[src/rtl/param_data_memory.sv]
// Byte-enabled word memory that zero-fills itself after reset, with a 1-cycle registered read.
// Build option WRITE_FORWARD_EN: same-address read-during-write returns the merged word (write-first); otherwise read-first.
module param_data_memory #(
   parameter int DATA_WIDTH = 8,
   parameter int DEPTH      = 128,
   parameter int ADDR_WIDTH = 7
) (
   input  logic                    clk,
   input  logic                    reset,
   input  logic                    memRead,
   input  logic                    memWrite,
   input  logic [ADDR_WIDTH-1:0]   lineNumber,
   input  logic [DATA_WIDTH-1:0]   memIn,
   input  logic [DATA_WIDTH/8-1:0] byteEn,
   output logic [DATA_WIDTH-1:0]   memOut,
   output logic                    memValid,
   output logic                    busy,
   output logic                    addrErr
);

   localparam int LANES = DATA_WIDTH / 8;
   localparam logic [ADDR_WIDTH:0]   DEPTH_W   = (ADDR_WIDTH + 1)'(DEPTH);
   localparam logic [ADDR_WIDTH-1:0] LAST_ADDR = ADDR_WIDTH'(DEPTH - 1);

   typedef enum logic {
      CLEAR = 1'b0,
      READY = 1'b1
   } state_t;

   state_t                  r_state;
   state_t                  w_next_state;
   logic [ADDR_WIDTH-1:0]   r_clr_ptr;
   logic [DATA_WIDTH-1:0]   r_mem [DEPTH];
   logic [DATA_WIDTH-1:0]   r_mem_out;
   logic                    r_mem_valid;
   logic                    r_addr_err;

   logic                    w_in_range;
   logic                    w_rd_acc;
   logic                    w_wr_acc;
   logic [ADDR_WIDTH-1:0]   w_idx;
   logic [DATA_WIDTH-1:0]   w_old_word;
   logic [DATA_WIDTH-1:0]   w_merged;
   logic [DATA_WIDTH-1:0]   w_rd_data;

   // Out-of-range addresses are clamped to word 0 for the array lookup; the result is never used.
   assign w_in_range = ({1'b0, lineNumber} < DEPTH_W);
   assign w_idx      = w_in_range ? lineNumber : '0;
   assign w_rd_acc   = (r_state == READY) && memRead;
   assign w_wr_acc   = (r_state == READY) && memWrite;
   assign w_old_word = r_mem[w_idx];

   always_comb begin
      w_merged = w_old_word;
      for (int k = 0; k < LANES; k++) begin
         if (byteEn[k]) begin
            w_merged[8*k +: 8] = memIn[8*k +: 8];
         end
      end
   end

`ifdef WRITE_FORWARD_EN
   assign w_rd_data = w_wr_acc ? w_merged : w_old_word;
`else
   assign w_rd_data = w_old_word;
`endif

   always_ff @(posedge clk) begin
      if (reset) begin
         r_state <= CLEAR;
      end else begin
         r_state <= w_next_state;
      end
   end

   always_comb begin
      w_next_state = r_state;
      case (r_state)
         CLEAR:   if (r_clr_ptr == LAST_ADDR) w_next_state = READY;
         READY:   w_next_state = READY;
         default: w_next_state = CLEAR;
      endcase
   end

   // The merged word is written back whole, so lanes with byteEn=0 rewrite their old value.
   always_ff @(posedge clk) begin
      if (!reset) begin
         if (r_state == CLEAR) begin
            r_mem[r_clr_ptr] <= '0;
         end else if (w_wr_acc && w_in_range) begin
            r_mem[w_idx] <= w_merged;
         end
      end
   end

   always_ff @(posedge clk) begin
      if (reset) begin
         r_clr_ptr   <= '0;
         r_mem_out   <= '0;
         r_mem_valid <= 1'b0;
         r_addr_err  <= 1'b0;
      end else begin
         if (r_state == CLEAR) begin
            r_clr_ptr <= r_clr_ptr + 1'b1;
         end
         r_mem_valid <= w_rd_acc;
         if (w_rd_acc) begin
            r_mem_out <= w_in_range ? w_rd_data : '0;
         end
         r_addr_err <= (w_rd_acc || w_wr_acc) && !w_in_range;
      end
   end

   assign busy     = (r_state == CLEAR);
   assign memOut   = r_mem_out;
   assign memValid = r_mem_valid;
   assign addrErr  = r_addr_err;

endmodule

[config.mk]
export PLATFORM = sky130hd
export DESIGN_NAME = param_data_memory
export DESIGN_NICKNAME = d
export VERILOG_FILES = /design/src/rtl/param_data_memory.sv
export SDC_FILE = /design/constraint.sdc
export NUM_CORES = 1
export LEC_CHECK = 0
export BUFFER_PORTS_ARGS = -buffer_cell sky130_fd_sc_hd__buf_2
export CORE_ASPECT_RATIO = 0.6
export CORE_UTILIZATION = 58
export DETAILED_ROUTE_END_ITERATION = 6
export PLACE_DENSITY = 0.82
export SETUP_SLACK_MARGIN = 0.3
export SLEW_MARGIN = 0
export SYNTH_ARGS = -nofsm -noshare
export SYNTH_HDL_FRONTEND = slang
export SYNTH_SLANG_ARGS = --single-unit
[constraint.sdc]
create_clock -name clk -period 8.78 [get_ports clk]
set_input_delay 1.756 -clock clk [delete_from_list [all_inputs] [get_ports clk]]
set_output_delay 1.756 -clock clk [all_outputs]
set_load 0.02 [all_outputs]
# [Word-level counts from Yosys, hierarchy flattened]
# Memories as Yosys holds them, arrays and structs flattened.
# Index checks and enable logic that the tools add are counted.
[totals] reg_bits=17 ram_bits=1024 out_inout_bits=11 inputBits=20 memories=1 wordCells=24
[classes] muxes=13 n_reduce_logical=3 eq_ne=1 add_sub_neg=1 bitwise_logic=1
[mem_list] name="r_mem" words=128 word_bits=8 rd=1 rd_clocked_by_memory_dff=0 wr=1 line="33" rtl="logic [DATA_WIDTH-1:0] r_mem [DEPTH];"
[op_table] operator="8-bit two-way mux" n=2
[op_table] operator="1-bit two-way mux" n=9
[op_table] operator="8-bit OR reduction" n=1
[op_table] operator="7-bit by 1-bit adder with 7-bit output (second input constant)" n=1
[op_table] operator="7-bit == test (second input constant)" n=1
[op_table] operator="7-bit two-way mux" n=1
[op_table] operator="1-bit logical AND" n=2
[op_table] operator="1-bit one-hot mux with 2 select lines" n=1
[op_table] operator="1-bit inverter" n=1

# [Logic depth before layout (Yosys ltp)]
[depth] depth_word=7 ltp_mapped=11 mapped_depth_nobuf=6

# [Worst setup path after synthesis]
# No wires, ideal clock.
[synth_timing] path_type="input to register" from="in lineNumber[4]" to="mem r_mem[0][4], data pin" setup_slack_ns=1.353 cell_stages=9 n_path_buf=3 required_time_ns=7.950 arrival_ns=6.597 cell_sequence="buf_4 or3b_1 buf_2 buf_6 o22ai_1 nor4_1 or4_1 a41o_1 o21ai_1"
[synth_via] elab_chain_cells=3
[synth_rtl] element="start, declared" line="12" rtl="input logic [ADDR_WIDTH-1:0] lineNumber,"
[synth_rtl] element="memory 128 x 8 bit"
[synth_rtl] element="8-bit two-way mux" line="56" rtl="if (byteEn[k]) begin"
[synth_rtl] element="8-bit two-way mux (no line)"
[synth_rtl] element="end, declared" line="33"
# Every way passes these cells.

# [Worst setup path in the final report]
[layout_timing] from="in lineNumber[0]" to="mem r_mem[57][7], data pin"
# The elaborated chain is that of the path after synthesis.

==> run metrics <==
drt initial violations 3638; router iterations before antenna repair 7; vias per cell 6.979; fin crit period 5.525 ns; synthesized area per cell 19.45 µm²; CP arrival 5.86 ns; Int Pwr 0.007487 W; GP Congestion 0.9138; sequential-to-total area share from yosys stat 75.95%; fillers 4365; CTS root buf clkbuf_16; max-slew violations 0; Placeable Area 0.06982 mm²; maximum resistive drop on vdd 0.3031 mV; commonest non-fill, non-tap cell in the layout edfxtp_1; Mapped Cells 2105; Comb pwr share 3.7%; syn_nets 2126; #FFs+latches synth 1041; CTS Sinks 1041; CP cell instances buf_8 -> buf_4 -> mux4_2 -> a22o_1 -> nor4_1 -> or4_1 -> a41o_1 -> o21ai_4 -> buf_4; GR Util All Layers 27.82%; CTS tree yes; die area 0.07168 mm²; most frequent cells in the layout edfxtp_1, nor2_1, mux2i_1; Mapped Area 0.04094 mm²; port bufs 29; Crit Path Category primary input to flip-flop; Hold Crit Class flip-flop to flip-flop; placed insts 2977; max-cap viol count 0; antenna violations before repair 4; status finished clean; Layout Cells excl Fill 3132; Reg clk slew, reported paths 0.06 ns; fin util 63.77%; Synth Flop Type edfxtp_1; Clk pwr share 39.4%; Synth Warn # 0; PostCTS Resize Cnt 0; Slew HR 7.068%; final hold viol count 0; area grow syn2layout 8.766%; Post-CTS Setup Repair Bufs 0; crit-path most repeated cell buf_4; DRC 0; Rows 75; ys async rst share 0%; clock buffer depth 3; Lkg Pwr 15.84 nW; vias in the first global route 21420; Slowest-stage cell, CP or4_1; Area after DPL 0.04188 mm²; EDFF count, synth 1024; first-pass GRT wire length 144.1 mm; CP max FO 61; final setup fails 0; die height 207.8 µm; RSZ-0062 raised after global routing false; final net count 2160; Top Family by Delay on Critical Path buffers and inverters; post-route setup slack 3.255 ns; vias post-DR 21860; routed wire length per instance 31.48 µm; layout cell share with drive strength beyond 1 17.20%; Clock Skews 0.04011 ns; Num CTS Buffers 84; Yosys cell types 59; remaining antenna violation count 0; Detailed Place HPWL 57.85 mm; placement-stage worst setup slack 2.663 ns; Critical Path RT 9.11 ns; Setup crit end kind flip-flop; Max Freq 0.1810 GHz; share of the clock period used by the worst path 62.93%; CTS H-Tree Depth 3; total gr overflow 0; largest net degree at the start of global routing 90; Sw Share 20.82%; Seq pwr share 56.9%; Startpoint Class primary input; IO Pins 31; die span in x 345.0 µm; pwr dens 212.4 mW/mm²; final instance area 0.04452 mm²; crit path buf inv count 3; Hold Buf Count CTS 0; CP peak stage delay 0.73 ns; Sw Pwr 0.001969 W; worst skew pair latency 0.66 ns; total negative slack 0 ns; Slew @ Worst Pin 1.379 ns; starting density of the core 58.63%; routed wire length 98.59 mm
-- per-stage QoR --
step	power [W]	hold WS (ns)
global placement	0.005815	0.4547
CTS	0.009441	0.4649
floorplan	0.005729	0.5044
detailed placement	0.005821	0.4563
global route	0.009629	0.4750
finish	0.009456	0.4585
-- final timing paths --
path         slack [ns]           end           from  depth (start not counted)
min reg2reg        0.46     memOut[4]      memOut[4]                          2
min                0.46     memOut[4]      memOut[4]                          2
max reg2reg        4.19  r_mem[76][1]        r_state                          4
max                3.25  r_mem[57][7]  lineNumber[0]                          9
-- final cells by class --
type	instances	area, µm²	share of cell area (%)
Antenna cell	4	10.01	0.02248
Clock buffer	106	2226	4.999
Tap cell	924	1156	2.597
Clock inverter	45	407.9	0.9161
Timing Repair Buffer	71	543.0	1.220
Multi-Input combinational cell	935	9069	20.37
Sequential cell	1041	31090	69.83
Inverter	6	22.52	0.05058
-- worst reg2reg max path: stages (launching register included) --
cell,delay (ns)
dfxtp_1,0.57
nand3b_1,0.77
o21ai_0,1.38
nand2_1,0.51
nor2_1,0.97
-- Yosys cell counts (9+ instances only) --
master	n	area, µm²
mux2i_1	169	1692
clkbuf_1	39	146.4
a31oi_1	11	68.82
buf_4	17	127.6
mux2_2	9	101.4
a21oi_1	13	65.06
mux4_1	9	236.5
nor3_1	20	100.1
buf_6	14	157.7
dfxtp_1	17	340.3
nor2_1	176	660.6
buf_2	30	150.1
nor2b_1	22	137.6
o21ai_1	13	65.06
nor4_1	44	275.3
a22o_1	32	280.3
nand2b_1	13	81.33
nand2_1	50	187.7
nand3_1	16	80.08
buf_1	9	33.78
edfxtp_1	1024	30750
o21ai_0	24	120.1
mux4_2	167	3761
o22ai_1	64	400.4
-- routing by layer --
| metal | wire length, µm | global-route usage [%] |
|---|---|---|
| met5 | 25 | 0 |
| met2 | 44950 | 40.89 |
| met3 | 14110 | 9.066 |
| met4 | 2665 | 7.109 |
| met1 | 36850 | 40.69 |
-- flip-flops by register name (all words and copies together), names as in the netlist --
signal     flops
r_clr_ptr      7
memValid       1
r_state        1
r_mem       1024
memOut         8
-- cells by family after synthesis --
| group | share of synthesized area, % |
|---|---|
| DFF | 75.95 |
| and+or+nand+nor | 4.337 |
| muxes | 14.15 |
| AOI/OAI and AO/OA | 3.301 |
| buffers and inverters | 2.121 |
| xor gates and xnor gates | 0.1070 |
| adders and majority gates | 0.03056 |
| other | 0.009161 |
-- power groups by stage --
stage | combinational [W] | clock [W] | sequential (W)
final | 0.000346 | 0.00373 | 0.00538
after global routing | 0.000357 | 0.00389 | 0.00538
after floorplan | 0.000241 | 0 | 0.00549
after global placement | 0.000325 | 0 | 0.00549
after CTS | 0.000336 | 0.00372 | 0.00538
after detailed placement | 0.000330 | 0 | 0.00549
Power figures use the tool's default switching activity.
